`src/rtl/cache_pkg.sv`:
```
// Shared types and default geometry for the set-associative CLOCK cache.
package cache_pkg;

    // Default geometry; the top recomputes these from its own parameters.
    localparam int DEF_ADDR_WIDTH = 8;
    localparam int DEF_LINE_WIDTH = 32;
    localparam int DEF_WAYS       = 2;
    localparam int DEF_INDEX_BITS = 2;

    localparam int SETS      = 1 << DEF_INDEX_BITS;
    localparam int TAG_WIDTH = DEF_ADDR_WIDTH - DEF_INDEX_BITS;
    localparam int WAY_BITS  = $clog2(DEF_WAYS);

    // IDLE accepts requests/flush, SWEEP advances the CLOCK hand, FLUSH clears one set per cycle.
    typedef enum logic [1:0] {
        IDLE  = 2'd0,
        SWEEP = 2'd1,
        FLUSH = 2'd2
    } state_e;

endpackage

```
`src/rtl/cache_tag_match.sv`:
```
// Combinational tag compare across the ways of one set.
module cache_tag_match #(
    parameter int WAYS  = 2,
    parameter int TAG_W = 6,
    parameter int WAY_W = 1
) (
    input  logic [TAG_W-1:0] way_tag_i [WAYS],
    input  logic [WAYS-1:0]  way_valid_i,
    input  logic [TAG_W-1:0] req_tag_i,
    output logic             hit_o,
    output logic [WAY_W-1:0] hit_way_o,
    output logic             any_invalid_o,
    output logic [WAY_W-1:0] first_invalid_way_o
);

    // Scan from the top way down so the lowest matching / invalid way wins.
    always_comb begin
        hit_o               = 1'b0;
        hit_way_o           = '0;
        any_invalid_o       = 1'b0;
        first_invalid_way_o = '0;
        for (int w = WAYS - 1; w >= 0; w--) begin
            if (way_valid_i[w] && (way_tag_i[w] == req_tag_i)) begin
                hit_o     = 1'b1;
                hit_way_o = WAY_W'(w);
            end
            if (!way_valid_i[w]) begin
                any_invalid_o       = 1'b1;
                first_invalid_way_o = WAY_W'(w);
            end
        end
    end

endmodule

```
`src/rtl/clock_assoc_cache.sv`:
```
// Set-associative cache with per-set CLOCK replacement, writeback info and flush.
// Handshake: a request is taken on a rising edge where req_valid && req_ready;
// req_ready is combinational and only high in IDLE with no flush and no reset.
// Exactly one registered resp_valid pulse follows each accepted request.
module clock_assoc_cache
    import cache_pkg::*;
#(
    parameter int ADDR_WIDTH = 8,
    parameter int LINE_WIDTH = 32,
    parameter int WAYS       = 2,
    parameter int INDEX_BITS = 2
) (
    input  logic                  clock,
    input  logic                  reset,
    input  logic                  req_valid,
    output logic                  req_ready,
    input  logic                  req_write,
    input  logic [ADDR_WIDTH-1:0] req_addr,
    input  logic [LINE_WIDTH-1:0] req_wdata,
    output logic                  resp_valid,
    output logic                  resp_hit,
    output logic [LINE_WIDTH-1:0] resp_rdata,
    output logic                  evict_valid,
    output logic [ADDR_WIDTH-1:0] evict_addr,
    output logic [LINE_WIDTH-1:0] evict_data,
    input  logic                  flush,
    output logic                  flush_done,
    output state_e                dbg_state
);

    localparam int N_SETS = 1 << INDEX_BITS;
    localparam int TAG_W  = ADDR_WIDTH - INDEX_BITS;
    localparam int WAY_W  = $clog2(WAYS);

    // Line storage and replacement metadata.
    logic [TAG_W-1:0]      tag_q   [N_SETS][WAYS];
    logic [LINE_WIDTH-1:0] data_q  [N_SETS][WAYS];
    logic [WAYS-1:0]       valid_q [N_SETS];
    logic [WAYS-1:0]       ref_q   [N_SETS];
    logic [WAY_W-1:0]      hand_q  [N_SETS];

    state_e state_q, state_d;

    // Request held while the sweep hunts for a victim.
    logic [INDEX_BITS-1:0] lat_index_q;
    logic [TAG_W-1:0]      lat_tag_q;
    logic [LINE_WIDTH-1:0] lat_data_q;
    logic [INDEX_BITS-1:0] fl_set_q;

    logic                  resp_valid_q, resp_hit_q, evict_valid_q, flush_done_q;
    logic [LINE_WIDTH-1:0] resp_rdata_q, evict_data_q;
    logic [ADDR_WIDTH-1:0] evict_addr_q;

    logic [INDEX_BITS-1:0] req_index;
    logic [TAG_W-1:0]      req_tag;
    logic [TAG_W-1:0]      set_tags [WAYS];
    logic                  lu_hit, lu_any_inv;
    logic [WAY_W-1:0]      lu_hit_way, lu_first_inv;
    logic                  accept;
    logic [WAY_W-1:0]      sw_way;
    logic                  sw_ref;
    logic                  fl_last;

    assign req_index = req_addr[INDEX_BITS-1:0];
    assign req_tag   = req_addr[ADDR_WIDTH-1:INDEX_BITS];
    assign req_ready = (state_q == IDLE) && !flush && !reset;
    assign accept    = req_valid && req_ready;
    assign sw_way    = hand_q[lat_index_q];
    assign sw_ref    = ref_q[lat_index_q][sw_way];
    assign fl_last   = (fl_set_q == INDEX_BITS'(N_SETS - 1));

    // Present the tags of the addressed set to the comparator.
    always_comb begin
        for (int w = 0; w < WAYS; w++) begin
            set_tags[w] = tag_q[req_index][w];
        end
    end

    cache_tag_match #(
        .WAYS  (WAYS),
        .TAG_W (TAG_W),
        .WAY_W (WAY_W)
    ) u_tag_match (
        .way_tag_i           (set_tags),
        .way_valid_i         (valid_q[req_index]),
        .req_tag_i           (req_tag),
        .hit_o               (lu_hit),
        .hit_way_o           (lu_hit_way),
        .any_invalid_o       (lu_any_inv),
        .first_invalid_way_o (lu_first_inv)
    );

    // Next-state logic: sweep only on a write miss into a full set.
    always_comb begin
        state_d = state_q;
        case (state_q)
            IDLE: begin
                if (flush) begin
                    state_d = FLUSH;
                end else if (accept && req_write && !lu_hit && !lu_any_inv) begin
                    state_d = SWEEP;
                end
            end
            SWEEP: begin
                if (!sw_ref) state_d = IDLE;
            end
            FLUSH: begin
                if (fl_last) state_d = IDLE;
            end
            default: state_d = IDLE;
        endcase
    end

    // Line tag/data writes; contents need no reset since valid bits gate them.
    always_ff @(posedge clock) begin
        if (accept && req_write) begin
            if (lu_hit) begin
                data_q[req_index][lu_hit_way] <= req_wdata;
            end else if (lu_any_inv) begin
                tag_q[req_index][lu_first_inv]  <= req_tag;
                data_q[req_index][lu_first_inv] <= req_wdata;
            end
        end else if (state_q == SWEEP && !sw_ref && !reset) begin
            tag_q[lat_index_q][sw_way]  <= lat_tag_q;
            data_q[lat_index_q][sw_way] <= lat_data_q;
        end
    end

    // State register, metadata updates and registered response outputs.
    always_ff @(posedge clock) begin
        if (reset) begin
            state_q       <= IDLE;
            lat_index_q   <= '0;
            lat_tag_q     <= '0;
            lat_data_q    <= '0;
            fl_set_q      <= '0;
            resp_valid_q  <= 1'b0;
            resp_hit_q    <= 1'b0;
            resp_rdata_q  <= '0;
            evict_valid_q <= 1'b0;
            evict_addr_q  <= '0;
            evict_data_q  <= '0;
            flush_done_q  <= 1'b0;
            for (int s = 0; s < N_SETS; s++) begin
                valid_q[s] <= '0;
                ref_q[s]   <= '0;
                hand_q[s]  <= '0;
            end
        end else begin
            state_q       <= state_d;
            resp_valid_q  <= 1'b0;
            resp_hit_q    <= 1'b0;
            resp_rdata_q  <= '0;
            evict_valid_q <= 1'b0;
            evict_addr_q  <= '0;
            evict_data_q  <= '0;
            flush_done_q  <= 1'b0;
            case (state_q)
                IDLE: begin
                    if (accept) begin
                        lat_index_q <= req_index;
                        lat_tag_q   <= req_tag;
                        lat_data_q  <= req_wdata;
                        if (lu_hit) begin
                            ref_q[req_index][lu_hit_way] <= 1'b1;
                            resp_valid_q <= 1'b1;
                            resp_hit_q   <= 1'b1;
                            if (!req_write) resp_rdata_q <= data_q[req_index][lu_hit_way];
                        end else if (!req_write) begin
                            resp_valid_q <= 1'b1;
                        end else if (lu_any_inv) begin
                            valid_q[req_index][lu_first_inv] <= 1'b1;
                            ref_q[req_index][lu_first_inv]   <= 1'b1;
                            resp_valid_q <= 1'b1;
                        end
                    end else if (flush) begin
                        fl_set_q <= '0;
                    end
                end
                SWEEP: begin
                    hand_q[lat_index_q] <= sw_way + WAY_W'(1);
                    if (sw_ref) begin
                        ref_q[lat_index_q][sw_way] <= 1'b0;
                    end else begin
                        ref_q[lat_index_q][sw_way] <= 1'b1;
                        resp_valid_q  <= 1'b1;
                        evict_valid_q <= 1'b1;
                        evict_addr_q  <= {tag_q[lat_index_q][sw_way], lat_index_q};
                        evict_data_q  <= data_q[lat_index_q][sw_way];
                    end
                end
                FLUSH: begin
                    valid_q[fl_set_q] <= '0;
                    ref_q[fl_set_q]   <= '0;
                    hand_q[fl_set_q]  <= '0;
                    if (fl_last) begin
                        flush_done_q <= 1'b1;
                    end else begin
                        fl_set_q <= fl_set_q + INDEX_BITS'(1);
                    end
                end
                default: ;
            endcase
        end
    end

    assign resp_valid  = resp_valid_q;
    assign resp_hit    = resp_hit_q;
    assign resp_rdata  = resp_rdata_q;
    assign evict_valid = evict_valid_q;
    assign evict_addr  = evict_addr_q;
    assign evict_data  = evict_data_q;
    assign flush_done  = flush_done_q;
    assign dbg_state   = state_q;

endmodule
```
`config.mk`:
```
export PLATFORM = sky130hd
export DESIGN_NAME = clock_assoc_cache
export DESIGN_NICKNAME = d
export VERILOG_FILES = /design/src/rtl/cache_pkg.sv /design/src/rtl/cache_tag_match.sv /design/src/rtl/clock_assoc_cache.sv
export SDC_FILE = /design/constraint.sdc
export NUM_CORES = 1
export LEC_CHECK = 0
export CAP_MARGIN = 30
export CORE_ASPECT_RATIO = 1.2
export CORE_UTILIZATION = 38
export DETAILED_ROUTE_END_ITERATION = 8
export GPL_TIMING_DRIVEN = 1
export PLACE_DENSITY = 0.52
export REMOVE_ABC_BUFFERS = 1
export SYNTH_ARGS = -nofsm -noshare
export SYNTH_HDL_FRONTEND = slang
export SYNTH_HIERARCHICAL = 1
export SYNTH_SLANG_ARGS = --single-unit
```
`constraint.sdc`:
```
create_clock -name clock -period 7.6 [get_ports clock]
set_clock_uncertainty 0.05 [all_clocks]
set_input_delay 0.76 -clock clock [delete_from_list [all_inputs] [get_ports clock]]
set_output_delay 0.76 -clock clock [all_outputs]
set_load 0.03 [all_outputs]
```
==> results of run 1 <==
## area by class of cell
| cell class | instances | area share (%) |
|---|---|---|
| inverter | 13 | 0.214 |
| tap | 637 | 3.49 |
| sequential | 446 | 53.3 |
| clock inverter | 27 | 1.33 |
| multi-input combinational | 625 | 29.5 |
| clock buffer | 63 | 5.77 |
| timing repair buffer | 145 | 6.35 |
## metrics by stage
step,hold slack [ps],cells
floorplan,378,1084
global placement,391,1863
detailed placement,397,1866
CTS,405,1956
global route,421,1956
finish,403,1956
## power by group through the flow
stage          clock, mW  combinational, mW  sequential, mW
4_1_cts             2.46              0.303            2.63
3_5_place_dp           0              0.302            2.69
6_report            2.40              0.297            2.64
5_1_grt             2.57              0.320            2.64
2_1_floorplan          0              0.170            2.69
3_3_place_gp           0              0.298            2.69
## state kept, by name, indices dropped and copies added, names as in the netlist, named ones only
register and cells:
data_q 256, dbg_state 2, evict_addr 8, evict_data 32, evict_valid 1, fl_set_q 2
flush_done 1, hand_q 4, lat_data_q 32, lat_index_q 2, lat_tag_q 6, ref_q 8
resp_hit 1, resp_rdata 32, resp_valid 1, tag_q 48, valid_q 8
## cells in the final DEF, fill, tap and decap left out, drive strengths merged, types with 6 or more instances in the layout
cell type	n
a21oi	57
buf	25
bufinv	6
clkbuf	63
clkdlybuf4s50	120
clkinv	13
clkinvlp	7
dfxtp	122
edfxtp	324
inv	14
mux2	39
mux2i	71
mux4	157
nand2	93
nand2b	6
nor2	87
nor3	11
nor3b	6
o21ai	19
xnor2	6
xor2	6
## worst max path at each step
stage | from | endpoint | slack, ps | depth (start not counted)
2_1_floorplan | flip-flop | data_q[2][0] | -60 | 4
3_3_place_gp | req_addr[0] | data_q[2][26] | 2410 | 10
3_5_place_dp | req_addr[0] | data_q[0][14] | 2360 | 10
4_1_cts | req_addr[0] | data_q[0][24] | 2980 | 10
5_1_grt | req_addr[0] | data_q[2][8] | 2860 | 10
6_report | req_addr[0] | data_q[2][8] | 3060 | 10
## cell families (layout without fill, tap and decap cells)
family / Yosys count / after routing
simple gates: 234 / 234
compound gates: 111 / 111
buf+inv: 90 / 248
fa+ha+maj: 1 / 1
xor+xnor: 12 / 12
flops: 446 / 446
mux: 267 / 267
## critical path: stages
cell	delay, ps
buf_6	560
mux4_2	610
xnor2_1	190
nand4_1	130
or4_4	460
nor2_4	90
buf_4	670
nand3_1	380
a22oi_2	270
buf_4	510
## layer usage
layer  share of wire [%]  vias up  global-route usage [%]  routed length [um]
met1                  44     5610                    24.1               20100
met3                 4.1       58                    2.97                1890
met2                  50      256                    30.7               23100
li1                    -     4826                       -                   -
met5                   0        -                       0                   0
met4                 1.9        0                    5.07                 895
==> out/metrics.yaml, run 1 <==
timing:
  finalSetupViolCount: 0
  fmax_mhz: 220
  drv_slew: 0
  tightest_slew_ps: 1000
  rsz0062_at_grt: "no"
  timing.final.ws_setup_ps: 3060
  setup_tns_ps: 0
  hold_violations: 0
  post-route-min-period_ps: 4540
  min_period_over_period_pct: 59.7
  slew_headroom_pct: 33.2
layout:
  postLayoutCellArea_um2: 22800
  fin_util_pct: 46.1
  drive_above_1_share_pct: 24.0
  final_net_count: 1325
  fillers: 4285
  antennaDiodeCount: 0
  area_growth_syn_to_layout_pct: 18.7
  register_area_um2: 12200
  multi_input_area_um2: 6740
clocking:
  htree_num_levels: 2
  cts_buffer_depth: 3
  cts_buffers: 48
  post_cts_buffers: 0
  cts.sinks: 446
  ctsHoldBuffers: 0
  tritoncts: "built"
  postCtsResizedCells: 0
  clock_latency_ps: 580
  clockRootBuffer: "clkbuf_16"
  clk_pin_slew_ps: 60
synth:
  synth_edf_count: 324
  synth-seq-cells: 446
  ys_top_cells_by_area: "edfxtp_1 (51%), mux4_2 (18%), dfxtp_1 (13%), mux2i_1 (3.6%), mux2_4 (2.9%)"
  yosys.cell_count.top_type: "edfxtp_1"
  synth_cell_types: 59
  synth_top_family_by_area: "multiplexers"
  synth_compound_area_share_pct: 3.44
  yosys.area_share.simple_pct: 5.43
  ys_seq_area_share_pct: 63.3
  yosysTopAreaCellShare_pct: 50.6
  synth_area_per_cell_um2: 16.6
  synth-main-ff-cell: "edfxtp_1"
  syn_area_um2: 19200
  yosysTopAreaCell: "edfxtp_1"
  synth_mux_area_share_pct: 25.1
  synth_warnings: 6
  synth_adder_area_share_pct: 0.0650
  synthXorXnorAreaFrac_pct: 0.546
  postSynthCellCount: 1161
  async_flop_share_pct: 0
  synth_common_cells: "edfxtp_1 (324), mux4_2 (157), dfxtp_1 (122)"
critical_path:
  startpoint_type: "input port"
  reg2regPathDepth: 9
  crit_path_end_kind: "flip-flop"
  timing.rr.start: "tag_q[1][1]"
  r2r_end: "data_q[2][8]"
  arrival_ps: 4700
  reg2reg_slack_ps: 3590
  worstSetupPathType: "in -> reg"
  required_ps: 7760
  worst-path-max-fanout: 52
power:
  leakage_nw: 7.34
  power_mw: 5.33
  p_switching_mw: 1.14
  p_clk_share_pct: 45.0
  pwr-share-comb_pct: 5.6
  power.density_nw_per_um2: 233
  p_sw_share_pct: 21.5
  power.share.sequential_pct: 49.4
  p_int_mw: 4.19
  ir_drop_v: 0.000135
route:
  drcViolationCount: 0
  postRouteAntennaNets: 0
  dr.pass1.iters: 5
  wire_per_inst_um: 23.5
  num_vias: 10800
  routed_wl_um: 46000
  viasPerCell: 5.50
  first_iter_violations: 646
grt:
  grt_max_degree: 60
  grt_overflow: 0
  track_usage_pct: 18.1
  grt_pass1_vias: 11400
  antenna_found_initial: 0
  grt_first_pass_wirelength_um: 70000
placement:
  io_buffers: 123
  post-place-ws_ps: 2360
  post-dp-hpwl_um: 27100
  dpl_cell_area_um2: 21200
  gp_congestion: 0.754
die:
  initial_core_util_pct: 38.8
  core_um2: 49600
  io_pins: 124
  dieArea_um2: 51500
  rows: 89
  die_x_um: 207
  die_h_um: 248
worst_hold_path:
  hold-path-cell-count: 2
  holdCritStartpoint: "lat_tag_q[4]"
  holdPathEnd: "lat_tag_q[4]"
  hold_class: "reg -> reg"
flow_run:
  drv_cap: 0
run_status:
  run_status: "finished, final reports clean"
Note: power is estimated with default switching activity, not from simulation.
==> run 2, diff against run 1 <==
--- a/config.mk
+++ b/config.mk
@@ -10,7 +10,7 @@
 export CORE_UTILIZATION = 38
 export DETAILED_ROUTE_END_ITERATION = 8
 export GPL_TIMING_DRIVEN = 1
-export PLACE_DENSITY = 0.52
+export PLACE_DENSITY = 0.54
 export REMOVE_ABC_BUFFERS = 1
 export SYNTH_ARGS = -nofsm -noshare
 export SYNTH_HDL_FRONTEND = slang
==> constraint.sdc (replaced) <==
create_clock -name clock -period 3.7 [get_ports clock]
set_clock_uncertainty 0.05 [all_clocks]
set_input_delay 0.37 -clock clock [delete_from_list [all_inputs] [get_ports clock]]
set_output_delay 0.37 -clock clock [all_outputs]
set_load 0.03 [all_outputs]
==> run 2 against run 1 <==
Against the previous run:
- global-route usage rose by 0.57 points
- cell count rose by 2.1%
- non-clock buffer count rose by 44
- die area did not move
- power rose by 100%
- critical path depth did not move
- combinational power rose by 110%
- final area rose by 1.6%
- first-iteration DRC count rose by 11%
- register-to-register slack got worse by 3300 ps
- core utilization rose by 0.76 points
- clock-buffer cell count fell by 2
- largest cell class unchanged
- highest routed layer unchanged
==> out/metrics.yaml, run 2 (synthesis results as in run 1) <==
clocking:
  cts.sinks: 446  # unchanged
  tritoncts: "built"  # unchanged
  clk_pin_slew_ps: 60  # about the same
  postCtsResizedCells: 0  # unchanged
  clock_latency_ps: 590  # was 580 ps
  htree_num_levels: 2  # unchanged
  post_cts_buffers: 0  # unchanged
  ctsHoldBuffers: 0  # unchanged
  cts_buffer_depth: 3  # unchanged
  clockRootBuffer: "clkbuf_16"  # unchanged
  cts_buffers: 47  # was 48
die:
  dieArea_um2: 51500  # unchanged
  die_h_um: 248  # unchanged
  die_x_um: 207  # unchanged
  io_pins: 124  # unchanged
  initial_core_util_pct: 38.8  # unchanged
  rows: 89  # unchanged
  core_um2: 49600  # unchanged
route:
  first_iter_violations: 719  # was 646
  drcViolationCount: 0  # unchanged
  num_vias: 11000  # was 10.8k
  routed_wl_um: 47500  # was 46,000 um
  viasPerCell: 5.49  # was 5.50
  dr.pass1.iters: 5  # unchanged
  wire_per_inst_um: 23.8  # was 23.5 um
  postRouteAntennaNets: 0  # unchanged
critical_path:
  crit_path_end_kind: "flip-flop"  # unchanged
  startpoint: "tag_q[3][1]"  # was req_addr[0]
  worstSetupPathType: "reg -> reg"  # was in -> reg
  required_ps: 3930  # was 7760 ps
  r2r_end: "data_q[2][58]"  # was data_q[2][8]
  endpoint: "data_q[2][58]"  # was data_q[2][8]
  reg2reg_slack_ps: 260  # was 3590 ps
  cp_common_cell: "buf_4"  # unchanged
  worst-path-max-fanout: 9  # was 52
  timing.rr.start: "tag_q[3][1]"  # was tag_q[1][1]
  startpoint_type: "flip-flop"  # was input port
  cp_slowest_cell: "mux4_2"  # was buf_4
  critical_path.cell_chain: "mux4_2 -> xnor2_1 -> nand4_1 -> or4_4 -> nand2b_1 -> and3_1 -> a311oi_1 -> buf_4 -> a21oi_4 -> buf_4"  # was buf_6 -> mux4_2 -> xnor2_1 -> nand4_1 -> or4_4 -> nor2_4 -> buf_4 -> nand3_1 -> a22oi_2 -> buf_4
  reg2regPathDepth: 10  # was 9
  max_stage_delay_ps: 490  # was 670 ps
  arrival_ps: 3670  # was 4700 ps
timing:
  hold_violations: 0  # unchanged
  rsz0062_at_grt: "no"  # unchanged
  drv_slew: 0  # unchanged
  slew_headroom_pct: 38.8  # was 33.2%
  fmax_mhz: 291
  timing.final.ws_setup_ps: 260  # was 3060 ps
  min_period_over_period_pct: 93.0
  post-route-min-period_ps: 3440
  tightest_slew_ps: 917  # was 1000 ps
  finalSetupViolCount: 0  # unchanged
layout:
  drive_above_1_share_pct: 26.4  # was 24.0%
  antennaDiodeCount: 0  # unchanged
  final_common_cell: "edfxtp_1"  # unchanged
  reg_top3: "data_q: 256 flops, tag_q: 48 flops"  # unchanged
  largest_register_ffs: 256  # unchanged
  fin_util_pct: 46.9  # was 46.1%
  final_cell_mix: "edfxtp_1 (324), mux4_2 (156), dfxtp_1 (120), clkdlybuf4s50_1 (120), nand2_1 (91)"  # unchanged
  largest-register: "data_q"  # unchanged
  fillers: 4265  # was 4,285
  final_net_count: 1368  # was 1,325
  multi_input_area_um2: 6740  # unchanged
  layout.cells.non_filler: 1998  # was 1,956
  area_growth_syn_to_layout_pct: 20.7  # was 18.7%
  register_area_um2: 12200  # unchanged
power:
  power.density_nw_per_um2: 462  # was 233 nW/um2
  power.share.sequential_pct: 50.5  # was 49.4%
  pwr-share-comb_pct: 5.9  # was 5.6%
  p_clk_share_pct: 43.6  # was 45.0%
  p_switching_mw: 2.36  # was 1.14 mW
  p_int_mw: 8.36  # was 4.19 mW
  p_sw_share_pct: 22.0  # was 21.5%
  ir_drop_v: 0.000304  # was 0.000135 V
  leakage_nw: 7.56  # was 7.34 nW
placement:
  io_buffers: 123  # unchanged
  post-dp-hpwl_um: 30700  # was 27,100 um
  gp_congestion: 0.868  # was 0.754
  place_inst: 1910  # was 1,866
  post-place-ws_ps: -37.6  # was 2360 ps
flow_run:
  drv_cap: 0  # unchanged
grt:
  grt_pass1_vias: 11800  # was 11.4k
  antenna_found_initial: 0  # unchanged
  grt_max_degree: 49  # was 60
  track_usage_pct: 18.7  # was 18.1%
  grt_first_pass_wirelength_um: 72400  # was 70,000 um
  grt_overflow: 0  # unchanged
worst_hold_path:
  hold_class: "in -> reg"  # was reg -> reg
run_status:
  run_status: "finished, final reports clean"  # unchanged
## run 2: cell count changes in the layout (fill, tap and decap cells not counted), sizes merged
| cell | change |
|---|---|
| clkinv | +4 |
| clkinvlp | -1 |
| bufinv | -3 |
| clkbuf | -2 |
| buf | +44 |
## run 2: layout make-up
type | count | area share [%]
clock inverters | 27 | 1.01
inverters | 13 | 0.210
well taps | 637 | 3.43
flip-flops and latches | 446 | 52.5
repair buffers | 189 | 8.28
clock buffers | 61 | 5.56
multi-input cells | 625 | 29.0
## run 2: worst min-delay path by stage
stage	depth (start not counted)	start	end
3_5_place_dp	2	lat_data_q[24]	lat_data_q[24]
5_1_grt	2	reset	fl_set_q[1]
4_1_cts	2	reset	fl_set_q[1]
3_3_place_gp	2	lat_data_q[31]	lat_data_q[31]
2_1_floorplan	2	lat_data_q[31]	lat_data_q[31]
6_report	2	reset	fl_set_q[1]
## run 2: critical path: cells and delay by family (launching register included)
kind	cells	cell delay, ps
xor+xnor	1	160
buf+inv	2	500
compound gates	2	570
simple gates	4	950
flops	1	400
mux	1	490
## run 2: metrics by stage
| step | cell area, um2 | setup TNS, ps | hold slack, ps | power [mW] |
|---|---|---|---|---|
| 2_1_floorplan | 18900 | -2069480 | 378 | 5.88 |
| 6_report | 23200 | 0 | 61.8 | 10.7 |
| 4_1_cts | 23200 | 0 | 40.0 | 10.9 |
| 3_5_place_dp | 21700 | -998 | 397 | 6.16 |
| 3_3_place_gp | 21600 | 0 | 390 | 6.15 |
| 5_1_grt | 23200 | 0 | 61.6 | 11.1 |
## run 2: metal layers
layer / part of all wire (%) / global-route usage, %
met1: 41 / 23.2
met3: 4.8 / 3.88
met2: 52 / 32.9
met4: 2.3 / 5.27
met5: 0 / 0
## run 2: power groups by stage
stage / registers (mW) / clock network [mW] / logic [mW]
after floorplan: 5.53 / 0 / 0.350
after global routing: 5.41 / 4.95 / 0.686
after detailed placement: 5.52 / 0 / 0.643
after CTS: 5.41 / 4.79 / 0.645
after global placement: 5.52 / 0 / 0.636
final: 5.41 / 4.67 / 0.634
